[src/rtl/uart_mmio_bridge.sv]
// Memory-mapped UART bridge for the CPU data port.
// The RX FIFO buffers bytes coming from the uart receiver, and the TX FIFO
// buffers bytes going to the transmitter. Software sees a status word, an RX
// pop port, a TX push port and a free-running cycle counter.
//
// Handshakes: a byte moves on a uart_* interface only on a cycle where valid
// and ready are both high at the rising edge. valid never depends on ready,
// and ready never depends on valid; both come from registered FIFO state.
module uart_mmio_bridge #(
    parameter int         FIFO_DEPTH = 8,
    parameter logic [3:0] ADDR_BASE  = 4'h8
) (
    input  logic        clk,
    input  logic        rst,
    input  logic [31:0] addr,
    input  logic [31:0] wdata,
    input  logic        we,
    input  logic        re,
    output logic [31:0] rdata,
    input  logic [7:0]  uart_rx_data,
    input  logic        uart_rx_valid,
    output logic        uart_rx_ready,
    output logic [7:0]  uart_tx_data,
    output logic        uart_tx_valid,
    input  logic        uart_tx_ready
);
    localparam int         AW      = $clog2(FIFO_DEPTH);
    localparam logic [AW:0] PTR_ONE = {{AW{1'b0}}, 1'b1};

    logic [7:0]  rx_mem [FIFO_DEPTH];
    logic [7:0]  tx_mem [FIFO_DEPTH];

    logic [AW:0] rx_wr_q, rx_wr_d, rx_rd_q, rx_rd_d;
    logic [AW:0] tx_wr_q, tx_wr_d, tx_rd_q, tx_rd_d;
    logic [31:0] rdata_q, rdata_d;
    logic [31:0] cycle_q, cycle_d;
    logic        tx_drop_q, tx_drop_d;

    logic        sel;
    logic [2:0]  reg_idx;
    logic        rx_full, rx_empty, tx_full, tx_empty;
    logic        rx_push, rx_pop, tx_push_req, tx_push, tx_pop;
    logic        drop_clr, cyc_clr;
    logic [31:0] status;

    // Address fields and data bits this block never looks at.
    logic        unused_bits;
    assign unused_bits = ^{addr[27:5], addr[1:0], wdata[31:8]};

    // Decode, FIFO flags, handshakes and next-state for every register.
    always_comb begin
        sel      = (addr[31:28] == ADDR_BASE);
        reg_idx  = addr[4:2];

        rx_empty = (rx_wr_q == rx_rd_q);
        rx_full  = (rx_wr_q[AW] != rx_rd_q[AW]) && (rx_wr_q[AW-1:0] == rx_rd_q[AW-1:0]);
        tx_empty = (tx_wr_q == tx_rd_q);
        tx_full  = (tx_wr_q[AW] != tx_rd_q[AW]) && (tx_wr_q[AW-1:0] == tx_rd_q[AW-1:0]);

        // A full FIFO refuses a push even when a pop frees a slot this cycle.
        rx_push     = uart_rx_valid && !rx_full;
        rx_pop      = re && sel && (reg_idx == 3'd1) && !rx_empty;
        tx_push_req = we && sel && (reg_idx == 3'd2);
        tx_push     = tx_push_req && !tx_full;
        tx_pop      = !tx_empty && uart_tx_ready;
        drop_clr    = we && sel && (reg_idx == 3'd0) && wdata[2];
        cyc_clr     = we && sel && (reg_idx == 3'd6);

        status = {29'b0, tx_drop_q, !rx_empty, !tx_full};

        rx_wr_d = rx_push ? rx_wr_q + PTR_ONE : rx_wr_q;
        rx_rd_d = rx_pop  ? rx_rd_q + PTR_ONE : rx_rd_q;
        tx_wr_d = tx_push ? tx_wr_q + PTR_ONE : tx_wr_q;
        tx_rd_d = tx_pop  ? tx_rd_q + PTR_ONE : tx_rd_q;

        tx_drop_d = tx_drop_q;
        if (tx_push_req && tx_full) begin
            tx_drop_d = 1'b1;
        end else if (drop_clr) begin
            tx_drop_d = 1'b0;
        end

        // The clear write takes priority over the increment.
        cycle_d = cyc_clr ? 32'd0 : cycle_q + 32'd1;

        // Loads return pre-edge state; rdata holds when there is no load.
        rdata_d = rdata_q;
        if (re) begin
            rdata_d = 32'd0;
            if (sel) begin
                case (reg_idx)
                    3'd0:    rdata_d = status;
                    3'd1:    rdata_d = rx_empty ? 32'd0 : {24'b0, rx_mem[rx_rd_q[AW-1:0]]};
                    3'd4:    rdata_d = cycle_q;
                    default: rdata_d = 32'd0;
                endcase
            end
        end
    end

    // Pointer, status and counter registers; reset discards buffered bytes.
    always_ff @(posedge clk or posedge rst) begin
        if (rst) begin
            rx_wr_q   <= '0;
            rx_rd_q   <= '0;
            tx_wr_q   <= '0;
            tx_rd_q   <= '0;
            rdata_q   <= 32'd0;
            cycle_q   <= 32'd0;
            tx_drop_q <= 1'b0;
        end else begin
            rx_wr_q   <= rx_wr_d;
            rx_rd_q   <= rx_rd_d;
            tx_wr_q   <= tx_wr_d;
            tx_rd_q   <= tx_rd_d;
            rdata_q   <= rdata_d;
            cycle_q   <= cycle_d;
            tx_drop_q <= tx_drop_d;
        end
    end

    // FIFO storage; contents need no reset because the pointers gate access.
    always_ff @(posedge clk) begin
        if (rx_push) begin
            rx_mem[rx_wr_q[AW-1:0]] <= uart_rx_data;
        end
        if (tx_push) begin
            tx_mem[tx_wr_q[AW-1:0]] <= wdata[7:0];
        end
    end

    assign rdata         = rdata_q;
    assign uart_rx_ready = !rx_full;
    assign uart_tx_valid = !tx_empty;
    assign uart_tx_data  = tx_empty ? 8'h00 : tx_mem[tx_rd_q[AW-1:0]];
endmodule
[config.mk]
export PLATFORM = sky130hd
export DESIGN_NAME = uart_mmio_bridge
export DESIGN_NICKNAME = d
export VERILOG_FILES = /design/src/rtl/uart_mmio_bridge.sv
export SDC_FILE = /design/constraint.sdc
export NUM_CORES = 1
export LEC_CHECK = 0
export CORE_ASPECT_RATIO = 1.2
export CORE_MARGIN = 2
export CORE_UTILIZATION = 31
export CTS_BUF_LIST = sky130_fd_sc_hd__clkbuf_16
export CTS_CLUSTER_SIZE = 14
export DETAILED_ROUTE_END_ITERATION = 10
export GPL_TIMING_DRIVEN = 1
export MAX_ROUTING_LAYER = met4
export PLACE_DENSITY = 0.57
export RECOVER_POWER = 100
export SETUP_SLACK_MARGIN = 0.2
export SLEW_MARGIN = 40
export SYNTH_ARGS = -nofsm -noshare
export SYNTH_HDL_FRONTEND = slang
export SYNTH_SLANG_ARGS = --single-unit
[constraint.sdc]
create_clock -name clk -period 5.4 [get_ports clk]
set_clock_uncertainty 0.15 [all_clocks]
set_input_delay 0.54 -clock clk [delete_from_list [all_inputs] [get_ports clk]]
set_output_delay 0.54 -clock clk [all_outputs]
set_load 0.02 [all_outputs]
======== Word-level counts from Yosys, hierarchy flattened ========
Memories as Yosys holds them, arrays and structs flattened.
Index checks and enable logic that the tools add are counted.
cells by class
  equal/unequal tests ..................... 11
  muxes and demuxes ....................... 11
  reductions and logical operators ........ 20
  $add $sub $neg .......................... 5
operator list
  operator               count
  $pmux 32 s3            1
  $mux 32                2
  $add 32x1->32 const B  1
  $add 4x1->4 const B    4
  $mux 8                 2
  $logic_and 1x1->1      14
  $eq 4x4->1             2
  $eq 3x3->1             2
  $eq 3x3->1 const B     2
  $mux 1                 6
  $eq 4x4->1 const B     1
  $logic_not 1->1        4
  $eq 3x1->1 const B     1
  $eq 3x2->1 const B     1
  $logic_not 3->1        1
  $ne 1x1->1             2
  $reduce_bool 2->1      1
storage, ports and cells
  output and inout port bits .............. 42
  memories ................................ 2
  logic and storage cells ................. 56
  bits in registers ....................... 81
  bits in writable memories ............... 128
  input bits .............................. 78
memory list
  memory  depth  width  read ports  clocked after memory_dff  wr ports  line  text
  rx_mem  8      8      1           0                         1         30    logic [7:0] rx_mem [FIFO_DEPTH];
  tx_mem  8      8      1           0                         1         31    logic [7:0] tx_mem [FIFO_DEPTH];

======== Logic depth before layout (Yosys ltp) ========
Gate-level depths: netlist of run 1.
  word-level depth ........................ 6
  mapped depth ............................ 7
  depth with buffers taken out ............ 5

======== Worst setup path before layout of run 1 ========
No wires, ideal clock.
  kind .................................... input to register
  from .................................... in addr[29]
  to ...................................... mem tx_mem[1][0] (enable)
  library setup time ...................... 0.398 ns
  arrival time ............................ 2.609 ns
  slack ................................... 2.243 ns
  path buffers ............................ 0
  data required time ...................... 4.852 ns
  cell stages on the path ................. 4
  cells stage by stage .................... or4b_4 > nor3b_2 > nand3_1 > nor4b_1
on the way
  cells in the longest elaborated chain, start to end .. 6
ends and longest elaborated chain
  what                             line  text
  from (decl)                      15    input logic [31:0] addr,
  $eq 4x4->1                       52    sel = (addr[31:28] == ADDR_BASE);
  $logic_and 1x1->1 (2 in series)  63    tx_push_req = we && sel && (reg_idx == 3'd2);
  $logic_and 1x1->1                64    tx_push = tx_push_req && !tx_full;
  $mux 1                           127   if (tx_push) begin
  $mux 1 (not written as such)     128   tx_mem[tx_wr_q[AW-1:0]] <= wdata[7:0];
  to (decl)                        31
No other way between the ends.

======== Worst setup path after layout of run 1 ========
  from .................................... reg tx_rd_q[2]
  to ...................................... out uart_tx_data[2]
on the way
  cells in the longest elaborated chain, start to end .. 2
  elaborated cells on any way between the ends .. 3
  classes of those cells .................. eq/ne: 1; mux: 1; memory: 1
ends and longest elaborated chain
  what                                              line  text
  from (decl)                                       34    logic [AW:0] tx_wr_q, tx_wr_d, tx_rd_q, tx_rd_d;
  from (signal assigned)                            115   tx_rd_q <= tx_rd_d;
  $mem_v2 8x8 / $eq 4x4->1 (equally long branches)  -
  $mux 8 (*)                                        135   assign uart_tx_data = tx_empty ? 8'h00 : tx_mem[tx_rd_q[AW-1:0]];
  to (decl)                                         23    output logic [7:0] uart_tx_data,
Every way passes the cells marked *; elsewhere a longest branch is shown, timed or not.

==> results of run 1 <==
cells in the mapped netlist (5+ instances only):
cell | instances | area share
mux2i_1 | 19 | 0.022
or4_1 | 15 | 0.013
nand2_1 | 21 | 0.0091
nor4b_1 | 5 | 0.0050
nor3_1 | 8 | 0.0046
nand4_1 | 10 | 0.0072
a21oi_1 | 17 | 0.0098
mux4_2 | 32 | 0.083
ha_1 | 5 | 0.0072
a22oi_1 | 5 | 0.0043
and3_1 | 7 | 0.0050
nor2_1 | 25 | 0.011
inv_1 | 14 | 0.0060
o21ai_0 | 10 | 0.0057
xnor2_1 | 18 | 0.018
nand3_1 | 18 | 0.010
clkbuf_1 | 16 | 0.0069
or3_1 | 5 | 0.0036
nor4_1 | 8 | 0.0057
dfrtp_1 | 81 | 0.23
buf_1 | 5 | 0.0022
o31ai_1 | 13 | 0.011
buf_2 | 11 | 0.0063
edfxtp_1 | 128 | 0.44
and2_1 | 5 | 0.0036
xor2_1 | 12 | 0.012
a22o_1 | 24 | 0.024
cell type report:
class                   count  area (um^2)  share of cell area
flip-flops and latches    209         5870               0.555
multi-input cells         311         2640               0.250
repair buffers             84          768              0.0726
clock buffers              23          576              0.0544
well taps                 379          474              0.0448
clock inverters            18          198              0.0187
inverters                  14         53.8             0.00508
worst max-delay path, stage by stage, from the launching register on:
cell and delay (ns):
dfrtp_1 0.77, xor2_1 0.19, nor4b_1 0.29, clkbuf_1 0.52
nor2_1 0.16, dlygate4sd3_1 0.69
stage by stage:
step / instances / setup WS [ns] / total power, mW / utilization / hold WS [ns]
global placement: 997 / 2.19 / 2.95 / 0.357 / 0.326
detailed placement: 997 / 2.15 / 3.02 / 0.358 / 0.328
global route: 1038 / 1.33 / 4.72 / 0.382 / 0.377
CTS: 1038 / 1.82 / 4.62 / 0.386 / 0.188
finish: 1038 / 1.59 / 4.50 / 0.382 / 0.333
floorplan: 566 / 2.24 / 2.64 / - / 0.310
routing by layer:
layer  track usage  part of all wire
met1         0.164              0.43
met2         0.222              0.51
met3        0.0199             0.041
met4        0.0290             0.015
met5             -                 0
final timing paths:
check | endpoint | from | cells after the start
max | uart_tx_data[2] | tx_rd_q[2] | 5
min | rx_wr_q[3] | rx_wr_q[3] | 1
max reg2reg | rx_mem[4][4] | rx_rd_q[1] | 4
min reg2reg | rx_wr_q[3] | rx_wr_q[3] | 1
max in group asynchronous | cycle_q[0] | rst | 3
min in group asynchronous | rdata[24] | rst | 2
power by group through the flow:
stage               clock (mW)  combinational, mW  sequential (mW)
floorplan                    0              0.669             1.98
global placement             0              0.876             2.08
detailed placement           0              0.917             2.10
CTS                       1.63              0.921             2.07
global route              1.71              0.932             2.08
finish                    1.60              0.847             2.05
cell families after synthesis:
family,after synthesis
compound gates,75
xor+xnor,30
fa+ha+maj,5
buf+inv,46
flops,209
mux,56
simple gates,145
registers in the layout, indices dropped and copies added (netlist names):
signal / flops
cycle_q: 32
rdata: 32
rx_mem: 64
rx_rd_q: 4
rx_wr_q: 4
tx_drop_q: 1
tx_mem: 64
tx_rd_q: 4
tx_wr_q: 4
==> results.py, run 1 <==
metrics = {
    "route": {
        "wl_per_cell_um": 17.6,
        "finalWirelength_um": 18300,
        "dr.pass1.iters": 4,
        "drc_errors": 0,
        "vias": 5126,
        "drt_iter0_drc": 264,
        "vias_per_cell": 4.94,
        "ant_nets": 0,
    },
    "cts": {
        "clock_sinks": 209,
        "cts_tree": "yes",
        "clock_path_buffers": 3,
        "cts_setup_buffers": 0,
        "clkLatencyLatePin_ns": 0.50,
        "cts_made_buffers": 23,
        "cts_resized": 0,
        "h-tree-depth": 1,
        "path_clk_slew_ns": 0.06,
        "cts-root-buf": "clkbuf_16",
        "hold_buffers": 0,
    },
    "sta": {
        "min_period_ns": 3.81,
        "finalSetupViolations": 0,
        "max-slew-margin-rel": -0.0669,
        "hold_viol_final": 0,
        "worst_slew_pin_slew_ns": 1.60,
        "drv_slew": 18,
        "tns_ns": 0,
        "max_freq_mhz": 263,
        "fin_crit_sh": 0.705,
        "grt_setup_unrepaired": "false",
    },
    "synth": {
        "syn_inst": 566,
        "ys_async_sr_fraction": 0.388,
        "ys_ff_latch": 209,
        "synth-compound-area-share": 0.0613,
        "synth.avg_cell_area_um2": 15.4,
        "synth_seq_area_share": 0.674,
        "synth-simple-area-share": 0.0948,
        "synth_edf_count": 128,
        "synth_top_family_by_area": "multiplexers",
        "ys_types": 45,
        "synth_mux_area_frac": 0.111,
        "synthFlopType": "edfxtp_1",
        "synth_fp_nets": 649,
        "synthXorXnorAreaFrac": 0.0302,
        "yosys.area_share.adder": 0.00718,
        "ys_warn_count": 0,
        "synthesis.area_um2": 8710,
    },
    "pwr": {
        "power_frac_comb": 0.188,
        "p_sw_mw": 1.26,
        "p_clk_frac": 0.356,
        "leakage_nw": 3.89,
        "swShare": 0.280,
        "p_seq_frac": 0.456,
        "p_per_area_nw_per_um2": 425,
        "peakVddDrop_mv": 0.205,
        "p_int_mw": 3.24,
    },
    "cells_and_area": {
        "n_antenna_cell": 0,
        "nFillCells": 2581,
        "final_common_cell": "edfxtp_1",
        "drive_above_1_share": 0.126,
        "syn_to_final_growth_pct": 21.5,
        "mostFrequentLayoutCells": "edfxtp_1 (128), dfrtp_1 (79), dlygate4sd3_1 (60)",
        "fin_nets": 726,
        "fin_area_um2": 10600,
    },
    "global_route": {
        "grt-ovfl-total": 0,
        "gr-usage-all-layers": 0.130,
        "first_global_vias": 5276,
        "grt_first_pass_wirelength_um": 29300,
        "antenna_found_initial": 0,
        "grt_max_degree": 62,
    },
    "worst_setup_path": {
        "cp.required_ns": 4.71,
        "crit_type": "reg2out",
        "r2r_slack_ns": 1.80,
        "cp-end-kind": "output pin",
        "crit_fanout": 12,
        "critPathLaunchType": "flip-flop",
        "critPathArrivalTime_ns": 3.12,
    },
    "placed_design": {
        "portBuffers": 70,
        "dp_hpwl_um": 12100,
        "gp_routability_congestion": 0.782,
        "placed_area_um2": 9930,
    },
    "floorplanning": {
        "ioPinCount": 120,
        "die_width_um": 157,
        "die_y_um": 188,
        "core_area_um2": 27700,
        "num_rows": 67,
        "die_area_um2": 29500,
        "start_util": 0.314,
    },
    "run_status": {
        "violations": "max-capacitance violations, max-slew violations",
        "outcome": "finished, violations left",
    },
    "min_path": {
        "min_path_type": "reg2reg",
    },
    "flow_run": {
        "max_cap_viol_count": 4,
    },
}
Note: power is estimated with default switching activity, not from simulation.
==> run 2, diff against run 1 <==
--- a/config.mk
+++ b/config.mk
@@ -13,7 +13,7 @@
 export DETAILED_ROUTE_END_ITERATION = 10
 export GPL_TIMING_DRIVEN = 1
 export MAX_ROUTING_LAYER = met4
-export PLACE_DENSITY = 0.57
+export PLACE_DENSITY = 0.59
 export RECOVER_POWER = 100
 export SETUP_SLACK_MARGIN = 0.2
 export SLEW_MARGIN = 40
==> constraint.sdc (replaced) <==
create_clock -name clk -period 3.4 [get_ports clk]
set_clock_uncertainty 0.15 [all_clocks]
set_input_delay 0.34 -clock clk [delete_from_list [all_inputs] [get_ports clk]]
set_output_delay 0.34 -clock clk [all_outputs]
set_load 0.02 [all_outputs]
==> run 2 against run 1 <==
- the run still ends with max-capacitance violations, max-slew violations left
- via count down 0.23%
- global-route usage down 0.067 points
- final cell count up 1.4%
- critical endpoint unchanged
- critical path depth unchanged
==> results.py, run 2 (synthesized netlist as in run 1, its figures left out) <==
metrics = {
    "floorplanning": {
        "core_area_um2": 27700,
        "die_area_um2": 29500,
        "die_width_um": 157,
        "start_util": 0.314,
        "ioPinCount": 120,
        "num_rows": 67,
        "die_y_um": 188,
    },
    "placed_design": {
        "placed_area_um2": 9990,
        "dp_hpwl_um": 12000,
        "portBuffers": 70,
        "gp_routability_congestion": 0.840,
    },
    "cts": {
        "h-tree-depth": 1,
        "clock_path_buffers": 3,
        "clock_sinks": 209,
        "clkLatencyLatePin_ns": 0.52,
        "cts_resized": 0,
        "cts_tree": "yes",
        "path_clk_slew_ns": 0.07,
        "cts-root-buf": "clkbuf_16",
        "cts_made_buffers": 22,
        "cts_setup_buffers": 0,
        "hold_buffers": 0,
    },
    "global_route": {
        "grt-ovfl-total": 0,
        "gr-usage-all-layers": 0.129,
        "grt_first_pass_wirelength_um": 29400,
        "antenna_found_initial": 2,
        "grt_max_degree": 44,
        "first_global_vias": 5447,
    },
    "cells_and_area": {
        "fin_area_um2": 10600,
        "final_common_cell": "edfxtp_1",
        "drive_above_1_share": 0.128,
        "nFillCells": 2576,
        "mostFrequentLayoutCells": "edfxtp_1 (128), dfrtp_1 (81), dlygate4sd3_1 (60)",
        "syn_to_final_growth_pct": 21.4,
        "fin_nets": 739,
    },
    "pwr": {
        "power_mw": 6.88,
        "leakage_nw": 3.88,
        "peakVddDrop_mv": 0.312,
        "p_per_area_nw_per_um2": 650,
    },
    "worst_setup_path": {
        "worst_path_max_delay_cell": "dlygate4sd3_1",
        "crit_chain": "buf_4, mux4_2, mux2i_1, nor2_1, dlygate4sd3_1",
        "crit_path_max_incr_delay_ns": 0.66,
        "crit_fanout": 20,
        "critPathLaunchType": "flip-flop",
        "critPathArrivalTime_ns": 2.62,
        "cp-end-kind": "output pin",
        "crit_type": "reg2out",
        "cp.required_ns": 2.91,
    },
    "route": {
        "vias_per_cell": 4.86,
        "vias": 5114,
        "wl_per_cell_um": 17.3,
        "drt_iter0_drc": 261,
        "dr.pass1.iters": 4,
        "drc_errors": 0,
        "finalWirelength_um": 18200,
        "ant_nets": 0,
    },
    "sta": {
        "min_period_ns": 3.11,
        "fin_crit_sh": 0.914,
        "tns_ns": 0,
        "max-slew-margin-rel": -0.298,
        "finalSetupViolations": 0,
        "drv_slew": 44,
        "max_freq_mhz": 322,
        "grt_setup_unrepaired": "false",
        "hold_viol_final": 0,
        "worst_slew_pin_slew_ns": 1.94,
    },
    "run_status": {
        "violations": "max-capacitance violations, max-slew violations",
        "outcome": "finished, violations left",
    },
    "min_path": {
        "min_path_type": "reg2reg",
    },
    "flow_run": {
        "max_cap_viol_count": 1,
    },
}
[run 2: final timing paths]
check / start / end / slack, ns / cells after the start
hold reg to reg: rx_rd_q[3] / rx_rd_q[3] / 0.34 / 1
setup / recovery: tx_rd_q[0] / uart_tx_data[2] / 0.29 / 5
hold / removal: rx_rd_q[3] / rx_rd_q[3] / 0.34 / 1
max in group asynchronous: rst / cycle_q[31] / 0.78 / 3
min in group asynchronous: rst / cycle_q[19] / 0.63 / 2
setup reg to reg: tx_rd_q[0] / tx_mem[0][1] / 0.64 / 6
[run 2: per-stage QoR]
| step | cells | utilization | hold slack (ns) | setup slack [ns] |
|---|---|---|---|---|
| finish | 1053 | 0.381 | 0.344 | 0.291 |
| global route | 1052 | 0.381 | 0.368 | 0.152 |
| CTS | 1050 | 0.384 | 0.124 | 0.337 |
| detailed placement | 1011 | 0.360 | 0.334 | 0.389 |
| global placement | 1011 | 0.360 | 0.325 | 0.488 |
| floorplan | 566 | - | 0.288 | 0.443 |
[run 2: per-layer routing]
metal | track usage | wire, um | vias to the layer above
met3 | 0.0173 | 655 | 27
met2 | 0.224 | 9420 | 107
met1 | 0.157 | 7720 | 2592
met4 | 0.0413 | 397 | 0
met5 | - | 0 | -
li1 | - | - | 2388
[run 2: worst max-delay path, delay by kind of cell (launching register included)]
family	cells	cell delay [ns]
buffers and inverters	2	1.01
muxes	2	0.70
DFF	1	0.32
and+or+nand+nor	1	0.08
[run 2: final cells by class]
type | count | area, um^2 | area share
flip-flops and latches | 209 | 5870 | 0.555
well taps | 379 | 474 | 0.0449
clock inverters | 17 | 123 | 0.0116
inverters | 14 | 53.8 | 0.00509
repair buffers | 98 | 842 | 0.0797
diodes | 3 | 7.51 | 0.000710
multi-input cells | 311 | 2650 | 0.251
clock buffers | 22 | 551 | 0.0521
[run 2: report_power, final]
part	leakage [nW]	internal (mW)	switching, mW
sequential	2.17	2.96	0.228
combinational	1.38	0.670	0.784
clock	0.332	1.26	0.977
total	3.88	4.89	1.99
==> run 3, diff against run 2 <==
--- a/config.mk
+++ b/config.mk
@@ -7,13 +7,13 @@
 export LEC_CHECK = 0
 export CORE_ASPECT_RATIO = 1.2
 export CORE_MARGIN = 2
-export CORE_UTILIZATION = 31
+export CORE_UTILIZATION = 30
 export CTS_BUF_LIST = sky130_fd_sc_hd__clkbuf_16
 export CTS_CLUSTER_SIZE = 14
 export DETAILED_ROUTE_END_ITERATION = 10
 export GPL_TIMING_DRIVEN = 1
 export MAX_ROUTING_LAYER = met4
-export PLACE_DENSITY = 0.59
+export PLACE_DENSITY = 0.58
 export RECOVER_POWER = 100
 export SETUP_SLACK_MARGIN = 0.2
 export SLEW_MARGIN = 40
==> run 3 against run 2 <==
- power up 0.94%
- combinational power is essentially flat
- final area increased by 0.18%
- sequential share of layout area shrank 0.099 points
- clock power is 3% higher
- wire length is 0.72% lower
- first-iteration DRC count grew 7.7%
- the flow still finishes with violations (max-capacitance violations, max-slew violations)
- non-clock buffer count increased by 1
- clock-buffer cell count unchanged
- utilization is 1.2 points lower
- final cell count up 0.66%
- via count fell by 1.7%
==> results.py, run 3 (synthesized netlist as in run 1, its figures left out) <==
metrics = {
    "worst_setup_path": {
        "crit_buf_inv": 2,
        "critPathArrivalTime_ns": 2.65,
        "critical-path-top-delay-family": "buffers and inverters",
        "crit_chain": "buf_4, mux4_2, mux2i_1, nor2_1, dlygate4sd3_1",
        "worst_path_max_delay_cell": "dlygate4sd3_1",
        "cp.required_ns": 2.91,
        "crit_fanout": 20,
        "critPathLaunchType": "flip-flop",
        "cp-end-kind": "output pin",
        "crit_path_max_incr_delay_ns": 0.65,
        "crit_type": "reg2out",
    },
    "cts": {
        "cts-root-buf": "clkbuf_16",
        "hold_buffers": 0,
        "clock_path_buffers": 3,
        "cts_made_buffers": 22,
        "cts_resized": 0,
        "clkLatencyLatePin_ns": 0.51,
        "path_clk_slew_ns": 0.06,
        "cts_tree": "yes",
        "clock_sinks": 209,
        "h-tree-depth": 1,
        "cts_setup_buffers": 0,
    },
    "cells_and_area": {
        "nFillCells": 2719,
        "drive_above_1_share": 0.126,
        "seqCellArea_um2": 5870,
        "final_common_cell": "edfxtp_1",
        "fin_nets": 740,
        "multiInputGateArea_um2": 2640,
        "mostFrequentLayoutCells": "edfxtp_1 (128), dfrtp_1 (81), dlygate4sd3_1 (59)",
        "syn_to_final_growth_pct": 21.6,
    },
    "run_status": {
        "outcome": "finished, violations left",
        "violations": "max-capacitance violations, max-slew violations",
    },
    "route": {
        "finalWirelength_um": 18100,
        "dr.pass1.iters": 4,
        "drt_iter0_drc": 281,
        "ant_nets": 0,
        "vias_per_cell": 4.74,
        "drc_errors": 0,
        "vias": 5028,
        "wl_per_cell_um": 17.0,
    },
    "pwr": {
        "peakVddDrop_mv": 0.280,
        "power_mw": 6.94,
        "p_per_area_nw_per_um2": 655,
        "leakage_nw": 3.91,
    },
    "sta": {
        "hold_viol_final": 0,
        "fin_crit_sh": 0.924,
        "max-slew-margin-rel": -0.135,
        "min_period_ns": 3.14,
        "max_freq_mhz": 318,
        "worst_slew_pin_slew_ns": 1.69,
        "setup_ws_ns": 0.259,
        "finalSetupViolations": 0,
        "grt_setup_unrepaired": "false",
        "tns_ns": 0,
        "drv_slew": 40,
    },
    "placed_design": {
        "portBuffers": 70,
        "dp_hpwl_um": 11700,
        "gp_routability_congestion": 0.757,
        "dpl_worst_slack_ns": 0.396,
    },
    "floorplanning": {
        "die_area_um2": 30400,
        "die_width_um": 160,
        "num_rows": 68,
        "core_area_um2": 28700,
        "ioPinCount": 120,
        "start_util": 0.304,
        "die_y_um": 191,
    },
    "global_route": {
        "grt_max_degree": 44,
        "first_global_vias": 5122,
        "gr-usage-all-layers": 0.123,
        "antenna_found_initial": 3,
        "grt_first_pass_wirelength_um": 28800,
        "grt-ovfl-total": 0,
    },
    "min_path": {
        "min_path_type": "reg2reg",
    },
    "flow_run": {
        "max_cap_viol_count": 1,
    },
}
==> run 3: cell count changes in the layout (fill, tap and decap cells not counted), moves of 2 or more <==
| cell | change |
|---|---|
| clkinv_2 | +2 |
| clkinv_1 | -4 |
| inv_2 | +2 |
| inv_1 | +3 |
| clkinvlp_4 | -3 |
| clkbuf_1 | +3 |
==> run 3: final cells by class <==
| cell class | instances | share of cell area |
|---|---|---|
| inverter | 14 | 0.00508 |
| clock inverter | 18 | 0.0136 |
| antenna | 2 | 0.000473 |
| timing repair buffer | 99 | 0.0794 |
| multi-input combinational | 311 | 0.250 |
| sequential | 209 | 0.554 |
| tap | 385 | 0.0455 |
| clock buffer | 22 | 0.0520 |
==> run 3: power breakdown <==
| group | switching [mW] | internal (mW) | total [mW] |
|---|---|---|---|
| clock | 0.971 | 1.33 | 2.30 |
| sequential | 0.248 | 2.96 | 3.21 |
| combinational | 0.747 | 0.684 | 1.43 |
| total | 1.97 | 4.97 | 6.94 |
==> run 3: worst paths after layout <==
check	start	end	slack, ns	cells past startpoint
setup / recovery	tx_rd_q[0]	uart_tx_data[4]	0.26	5
hold / removal	tx_rd_q[3]	tx_rd_q[3]	0.34	1
setup reg to reg	tx_rd_q[1]	tx_mem[1][1]	0.59	5
hold reg to reg	tx_rd_q[3]	tx_rd_q[3]	0.34	1
max in group asynchronous	rst	rdata[26]	0.80	3
min in group asynchronous	rst	rdata[29]	0.55	2
==> run 3: metrics by stage <==
stage	util	instances	cell area, um^2	hold slack [ns]
3_5_place_dp	0.349	1018	10000	0.329
3_3_place_gp	0.349	1018	10000	0.323
5_1_grt	0.369	1060	10600	0.344
2_1_floorplan	-	566	8710	0.288
4_1_cts	0.373	1058	10700	0.101
6_report	0.369	1060	10600	0.337
==> run 3: per-layer routing <==
layer,vias up,track usage,share of wire
li1,2388,-,-
met1,2528,0.150,0.43
met2,89,0.211,0.52
met3,23,0.0224,0.038
met4,0,0.0357,0.017
met5,-,-,0
